### src/rtl/mem_access_ctrl.sv
// Memory-access stage controller: classifies the instruction, issues one data-memory request,
// waits (bounded) for read data and hands a single result to the downstream consumer.
module mem_access_ctrl #(
    parameter int unsigned MEM_WORDS = 8192,
    parameter int unsigned TIMEOUT   = 255
) (
    input  logic        clk,
    input  logic        rst_n,
    input  logic        in_valid,
    output logic        in_ready,
    input  logic [3:0]  icode,
    input  logic [63:0] valA,
    input  logic [63:0] valE,
    input  logic [63:0] valP,
    output logic        mreq_valid,
    input  logic        mreq_ready,
    output logic        mreq_we,
    output logic [63:0] mreq_addr,
    output logic [63:0] mreq_wdata,
    input  logic        mresp_valid,
    input  logic [63:0] mresp_rdata,
    output logic        out_valid,
    input  logic        out_ready,
    output logic [63:0] valM,
    output logic        dmem_error,
    output logic        busy
);

    localparam int unsigned CntW        = (TIMEOUT > 2) ? $clog2(TIMEOUT) : 1;
    localparam int unsigned TimeoutLast = (TIMEOUT > 0) ? TIMEOUT - 1 : 0;

    typedef enum logic [1:0] {StIdle, StReq, StWait, StDone} state_e;
    typedef enum logic [1:0] {OpNone, OpRead, OpWrite} op_e;

    function automatic op_e op_of(input logic [3:0] ic);
        case (ic)
            4'h5, 4'h9, 4'hB: return OpRead;
            4'h4, 4'hA, 4'h8: return OpWrite;
            default:          return OpNone;
        endcase
    endfunction

    state_e          state_q, state_d;
    logic [3:0]      icode_q, icode_d;
    logic [63:0]     addr_q, addr_d;
    logic [63:0]     wdata_q, wdata_d;
    logic [CntW-1:0] cnt_q, cnt_d;
    logic [63:0]     valm_q, valm_d;
    logic            err_q, err_d;

    op_e         dec_op;
    logic [63:0] dec_addr;
    logic [63:0] dec_wdata;
    logic        dec_oob;

    always_comb begin
        dec_op    = op_of(icode);
        dec_addr  = '0;
        dec_wdata = '0;
        case (icode)
            4'h5:       dec_addr = valE;
            4'h9, 4'hB: dec_addr = valA;
            4'h4, 4'hA: begin
                dec_addr  = valE;
                dec_wdata = valA;
            end
            4'h8: begin
                dec_addr  = valE;
                dec_wdata = valP;
            end
            default: ;
        endcase
        // Full-width compare so huge addresses never alias into range.
        dec_oob = (dec_addr >= 64'(MEM_WORDS));
    end

    always_comb begin
        state_d = state_q;
        icode_d = icode_q;
        addr_d  = addr_q;
        wdata_d = wdata_q;
        cnt_d   = cnt_q;
        valm_d  = valm_q;
        err_d   = err_q;
        unique case (state_q)
            StIdle: begin
                if (in_valid) begin
                    icode_d = icode;
                    addr_d  = dec_addr;
                    wdata_d = dec_wdata;
                    cnt_d   = '0;
                    valm_d  = '0;
                    err_d   = 1'b0;
                    if (dec_op == OpNone) begin
                        state_d = StDone;
                    end else if (dec_oob) begin
                        err_d   = 1'b1;
                        state_d = StDone;
                    end else begin
                        state_d = StReq;
                    end
                end
            end
            StReq: begin
                if (mreq_ready) begin
                    cnt_d   = '0;
                    state_d = (op_of(icode_q) == OpWrite) ? StDone : StWait;
                end
            end
            StWait: begin
                // Data arriving on the final cycle still beats the timeout.
                if (mresp_valid) begin
                    valm_d  = mresp_rdata;
                    err_d   = 1'b0;
                    state_d = StDone;
                end else if (cnt_q == CntW'(TimeoutLast)) begin
                    valm_d  = '0;
                    err_d   = 1'b1;
                    state_d = StDone;
                end else begin
                    cnt_d = cnt_q + CntW'(1);
                end
            end
            StDone: begin
                if (out_ready) begin
                    valm_d  = '0;
                    err_d   = 1'b0;
                    state_d = StIdle;
                end
            end
            default: state_d = StIdle;
        endcase
    end

    always_ff @(posedge clk or negedge rst_n) begin
        if (!rst_n) begin
            state_q <= StIdle;
            icode_q <= '0;
            addr_q  <= '0;
            wdata_q <= '0;
            cnt_q   <= '0;
            valm_q  <= '0;
            err_q   <= 1'b0;
        end else begin
            state_q <= state_d;
            icode_q <= icode_d;
            addr_q  <= addr_d;
            wdata_q <= wdata_d;
            cnt_q   <= cnt_d;
            valm_q  <= valm_d;
            err_q   <= err_d;
        end
    end

    assign in_ready   = (state_q == StIdle);
    assign busy       = (state_q != StIdle);
    assign mreq_valid = (state_q == StReq);
    assign mreq_we    = mreq_valid & (op_of(icode_q) == OpWrite);
    assign mreq_addr  = mreq_valid ? addr_q : '0;
    assign mreq_wdata = mreq_valid ? wdata_q : '0;
    assign out_valid  = (state_q == StDone);
    assign valM       = valm_q;
    assign dmem_error = err_q;

endmodule
### config.mk
export PLATFORM = sky130hd
export DESIGN_NAME = mem_access_ctrl
export DESIGN_NICKNAME = d
export VERILOG_FILES = /design/src/rtl/mem_access_ctrl.sv
export SDC_FILE = /design/constraint.sdc
export NUM_CORES = 1
export LEC_CHECK = 0
export ABC_AREA = 1
export CORE_AREA = 2 2 178 180
export CTS_CLUSTER_SIZE = 28
export DETAILED_ROUTE_END_ITERATION = 10
export DIE_AREA = 0 0 180 182
export PLACE_DENSITY_LB_ADDON = 0.08
export SKIP_CTS_REPAIR_TIMING = 1
export SLEW_MARGIN = 10
export SYNTH_ARGS = -nofsm -noshare
export SYNTH_HDL_FRONTEND = slang
export SYNTH_SLANG_ARGS = --single-unit
### constraint.sdc
create_clock -name clk -period 4.9 [get_ports clk]
set_input_delay 0.98 -clock clk [delete_from_list [all_inputs] [get_ports clk]]
set_output_delay 0.98 -clock clk [all_outputs]
set_load 0.02 [all_outputs]
==> reports/metrics.yaml, run 1 <==
holdWs_ns: 0.483
syn_to_final_growth_pct: 54.4
syn_nets: 1718
leakagePower_nw: 7.56
use_met2_pct: 39.5
cts_buffers: 25
ys_warn_count: 0
ant_nets: 0
fillers: 3097
finalHoldViolations: 0
grt-busiest-layer: "met2"
synthTopCellsByCount: "nand2_1, dfrtp_1, inv_1"
tightest_slew_ns: 1.11
hp-class: "flip-flop to flip-flop"
min_period_ns: 3.76
io_pins: 464
syn_inst: 1446
wl_per_cell_um: 16.9
place_hpwl_um: 27800
netlist_area_um2: 10500
ys.flop_type: "dfrtp_1"
p_seq_share_pct: 32.6
nets: 2132
startpoint_type: "flip-flop"
coreArea_um2: 31000
utilization_pct: 52.1
rsz0062_at_grt: "no"
yosysMostFrequentCell: "nand2_1"
die_y_um: 182
rows: 65
gr-usage-met3_pct: 7.00
synth-edff-count: 0
required_ns: 3.92
drt-total-wl_um: 38500
cts_root_buffer: "clkbuf_16"
finClkSkew_ns: 0.00724
track_usage_pct: 22.9
arrival_ns: 2.78
async_flop_share_pct: 100
vias_per_cell: 4.70
power_mw: 8.78
drv_cap: 0
min_period_over_period_pct: 76.7
synthDistinctLibCells: 29
max_stage_delay_ns: 0.62
grt_max_degree: 131
drive_above_1_share_pct: 3.31
intPower_mw: 5.23
worst-path-buf-inv: 4
status: "complete, no violations"
firstDrtPassIters: 5
clockBufferDepth: 3
fmax_mhz: 266
clkLatencyLatePin_ns: 0.53
multi_input_area_um2: 4330
setup_viol: 0
synth_top_area_share_pct: 49.5
syn_avg_cell_area_um2: 7.23
slew_headroom_pct: 26.3
grt_pass1_wl_um: 59800
fin_setup_tns_ns: 0
grt.overflow.total: 0
switchingPower_mw: 3.55
dp_slack_ns: 1.09
area.sequential_um2: 5180
cts_tree: "done"
num_vias: 10721
worst-setup-path-type: "flip-flop to primary output"
crit_top_cell: "inv_1"
use_met1_pct: 27.5
power.density_nw_per_um2: 544
path_cells: "inv_1, ha_4, buf_12, nand2_1, inv_1, clkdlybuf4s50_1"
irDropWorstVdd_v: 0.000458
path_max_fanout: 130
fp.dieW_um: 180
crit_family: "buffers and inverters"
clk_pin_slew_ns: 0.06
clockPowerShare_pct: 20.0
place_congestion: 0.826
drc: 0
synth_top_area_cell: "dfrtp_1"
cts_sinks: 207
grt_pass1_vias: 10545
ys_ff_latch: 207
synth_area_leaders: "dfrtp_1, nand2_1, a31oi_1"
h-tree-depth: 1
slew_violations: 0
dr.first_iter.drc_count: 629
crit_path_top_delay_cell: "clkdlybuf4s50_1"
antenna_found_initial: 6
die_area_um2: 32800
synth.yosys.seq_area_share_pct: 49.5
combPwrFrac_pct: 47.4
swShare_pct: 40.5
critPathCaptureType: "primary output"
start_util_pct: 33.7
final.setup.worst_slack_ns: 1.14
numPortBuffers: 463
[worst min-delay path, stage by stage (launching register included)]
cell and delay, ns:
dfrtp_1 0.34, nand2_1 0.05, o21ai_0 0.06
[placed cells by master, fill, tap and decap left out, drive strengths merged, types with 3 or more instances in the layout]
cell	n
a21oi	16
a22oi	8
a31oi	112
buf	14
clkbuf	35
clkdlybuf4s50	462
clkinv	3
dfrtp	207
diode	5
ha	6
inv	163
nand2	571
nand3	10
nand4	4
nor2	158
o21ai	91
[kinds of logic (layout without fill, tap and decap cells)]
kind of cell    count (synthesis)  after routing  share of synthesized area (%)
compound gates                233            233                           12.8
fa+ha+maj                       6              6                          0.718
flops                         207            207                           49.5
simple gates                  747            747                           27.2
buf+inv                       251            679                           9.55
other cells                     0              5                              0
xor+xnor                        2              2                          0.168
[metal layers]
metal  part of all wire [%]  wire, µm  vias to the layer above
met5                   0.10        40                        -
met4                    2.2       835                        6
met3                    8.1      3140                       62
met2                     49     19000                      364
met1                     40     15500                     4939
li1                       -         -                     5350
[state kept, by name, summed over array words and instances (netlist names)]
| register | flops |
|---|---|
| state_q | 2 |
| icode_q | 4 |
| wdata_q | 64 |
| valM | 64 |
| dmem_error | 1 |
| addr_q | 64 |
| cnt_q | 8 |
[through the flow]
step | cell area [µm²] | instances
6_report | 16100 | 2281
2_1_floorplan | 10500 | 1446
3_3_place_gp | 15400 | 2235
4_1_cts | 16100 | 2276
5_1_grt | 16100 | 2279
3_5_place_dp | 15400 | 2235
[worst paths after layout]
check | startpoint | to | slack, ns | cells after the start
max reg2reg | state_q[0]$_DFFE_PN0P_ | valM[38]$_DFFE_PN0P_ | 2.14 | 9
min in group asynchronous | rst_n | wdata_q[12]$_DFFE_PN0P_ | 0.49 | 1
min reg2reg | valM[18]$_DFFE_PN0P_ | valM[18]$_DFFE_PN0P_ | 0.48 | 2
max in group asynchronous | rst_n | addr_q[40]$_DFFE_PN0P_ | 3.30 | 2
min | valM[18]$_DFFE_PN0P_ | valM[18]$_DFFE_PN0P_ | 0.48 | 2
max | state_q[1]$_DFFE_PN0P_ | mreq_addr[29] | 1.14 | 6
[power by group through the flow]
stage | registers [mW] | logic (mW) | clock network, mW
final | 2.86 | 4.16 | 1.75
after global routing | 2.96 | 4.57 | 1.88
after CTS | 2.87 | 4.22 | 1.80
after detailed placement | 2.89 | 4.21 | 0
after global placement | 2.86 | 4.18 | 0
after floorplan | 3.02 | 2.16 | 0
[final cells by class]
type	instances	share of cell area [%]
tap	402	3.12
sequential	207	32.1
antenna	5	0.0775
inverter	162	3.80
multi-input combinational	988	26.8
clock inverter	6	0.240
clock buffer	35	4.48
timing repair buffer	476	29.4
(Power assumes the default switching activity.)
==> run 2: changes to the inputs <==
--- a/config.mk
+++ b/config.mk
@@ -6,10 +6,10 @@
 export NUM_CORES = 1
 export LEC_CHECK = 0
 export ABC_AREA = 1
-export CORE_AREA = 2 2 178 180
+export CORE_AREA = 2 2 182 184
 export CTS_CLUSTER_SIZE = 28
 export DETAILED_ROUTE_END_ITERATION = 10
-export DIE_AREA = 0 0 180 182
+export DIE_AREA = 0 0 184 186
 export PLACE_DENSITY_LB_ADDON = 0.08
 export SKIP_CTS_REPAIR_TIMING = 1
 export SLEW_MARGIN = 10
==> constraint.sdc (replaced) <==
create_clock -name clk -period 3.2 [get_ports clk]
set_input_delay 0.64 -clock clk [delete_from_list [all_inputs] [get_ports clk]]
set_output_delay 0.64 -clock clk [all_outputs]
set_load 0.02 [all_outputs]
==> reports/metrics.yaml, run 2 (same netlist as run 1, synthesis figures left out) <==
status: "complete, no violations"
finClkSkew_ns: 0.0154
numPortBuffers: 463
clockPowerShare_pct: 20.1
place_hpwl_um: 29600
cts_sinks: 207
vias_per_cell: 4.73
grt_pass1_vias: 10609
setup_viol: 0
arrival_ns: 2.47
drt-total-wl_um: 39700
max_stage_delay_ns: 0.59
crit_top_cell: "inv_1"
wl_per_cell_um: 17.2
antenna_found_initial: 6
h-tree-depth: 1
num_vias: 10903
crit_path_top_delay_cell: "clkdlybuf4s50_1"
clkLatencyLatePin_ns: 0.53
path_max_fanout: 21
cts_root_buffer: "clkbuf_16"
dr.first_iter.drc_count: 598
die_area_um2: 34200
cts_tree: "done"
dpl_cell_area_um2: 15600
die_y_um: 186
track_usage_pct: 22.6
power.density_nw_per_um2: 837
slew_violations: 0
finalHoldViolations: 0
clk_pin_slew_ns: 0.06
critPathCaptureType: "primary output"
drive_above_1_share_pct: 4.17
rows: 66
path_cells: "inv_1, ha_4, buf_12, buf_4, nand2_1, inv_1, clkdlybuf4s50_1"
cts_buffers: 25
ant_nets: 0
clockBufferDepth: 3
min_period_ns: 3.11
min_period_over_period_pct: 97.3
fillers: 3249
drv_cap: 0
drc: 0
nets: 2154
syn_to_final_growth_pct: 57.1
holdWs_ns: 0.0678
fmax_mhz: 321
worst-setup-path-type: "flip-flop to primary output"
irDropWorstVdd_v: 0.000441
grt_max_degree: 71
power_mw: 13.7
switchingPower_mw: 5.50
intPower_mw: 8.25
grt_pass1_wl_um: 60300
r2r_setup_slack_ns: 0.82
crit-reg2reg-capture: "valM[19]$_DFFE_PN0P_"
combPwrFrac_pct: 48.1
leakagePower_nw: 7.76
slew_headroom_pct: 60.5
io_pins: 464
fp.dieW_um: 184
final_common_cell: "nand2_1"
reg2reg_from: "state_q[1]$_DFFE_PN0P_"
startpoint_type: "flip-flop"
rsz0062_at_grt: "yes"
layout_common_cells: "nand2_1, clkdlybuf4s50_1, dfrtp_1, inv_1, nor2_1"
p_seq_share_pct: 31.9
firstDrtPassIters: 6
place_congestion: 0.900
fin_setup_tns_ns: 0
grt.overflow.total: 0
required_ns: 2.56
hp-class: "input port to asynchronous set/reset pin"
instances_no_fill: 2305
tightest_slew_ns: 0.593
reg2reg_depth: 9
final_area_um2: 16400
coreArea_um2: 32200
start_util_pct: 32.5
swShare_pct: 40.0
dp.cells: 2259
-- run 2: power by group through the flow --
| stage | combinational, mW | sequential, mW | clock [mW] |
|---|---|---|---|
| after floorplan | 3.31 | 4.63 | 0 |
| after global placement | 6.62 | 4.38 | 0 |
| after detailed placement | 6.64 | 4.41 | 0 |
| after CTS | 6.66 | 4.38 | 2.83 |
| after global routing | 7.27 | 4.54 | 2.94 |
| final | 6.61 | 4.38 | 2.76 |
-- run 2: how the worst max path moves through the flow --
stage | from | to | slack, ns | depth (start not counted)
5_1_grt | state_q[1]$_DFFE_PN0P_ | mreq_addr[17] | -0.02 | 7
4_1_cts | state_q[1]$_DFFE_PN0P_ | mreq_we | -0.17 | 6
6_report | state_q[1]$_DFFE_PN0P_ | mreq_addr[11] | 0.09 | 7
3_3_place_gp | icode[0] | state_q[1]$_DFFE_PN0P_ | 0.18 | 14
2_1_floorplan | state_q[1]$_DFFE_PN0P_ | mreq_we | 0.50 | 4
3_5_place_dp | icode[0] | state_q[1]$_DFFE_PN0P_ | 0.14 | 14
-- run 2: critical path, delay by kind of cell (launching register included) --
| family | cells | cell delay (ns) |
|---|---|---|
| adders and majority gates | 1 | 0.16 |
| DFF | 1 | 0.42 |
| buffers and inverters | 5 | 1.21 |
| and+or+nand+nor | 1 | 0.15 |
-- run 2: layout make-up --
cell class | instances | area (µm²) | area share (%)
Clock buffer | 34 | 679 | 4.13
Inverter | 162 | 613 | 3.73
Tap cell | 408 | 510 | 3.11
Antenna cell | 3 | 7.51 | 0.0457
Sequential cell | 207 | 5180 | 31.5
Timing Repair Buffer | 498 | 5030 | 30.6
Clock inverter | 5 | 78.8 | 0.480
Multi-Input combinational cell | 988 | 4330 | 26.3
-- run 2: per-stage QoR --
| step | util [%] | setup WS, ns |
|---|---|---|
| 3_5_place_dp | 48.5 | 0.140 |
| 4_1_cts | 50.8 | -0.175 |
| 5_1_grt | 51.0 | -0.0203 |
| 6_report | 51.0 | 0.0857 |
| 2_1_floorplan | - | 0.500 |
| 3_3_place_gp | 48.5 | 0.182 |
-- run 2: per-layer routing --
metal  GRT usage (%)  vias up  wire [µm]  part of all wire [%]
met5               0        -         42                  0.11
met4            6.88        6       1120                   2.8
met3            5.75       64       3060                   7.7
met2            39.6      372      19600                    49
met1            27.4     5064      15900                    40
li1                -     5397          -                     -
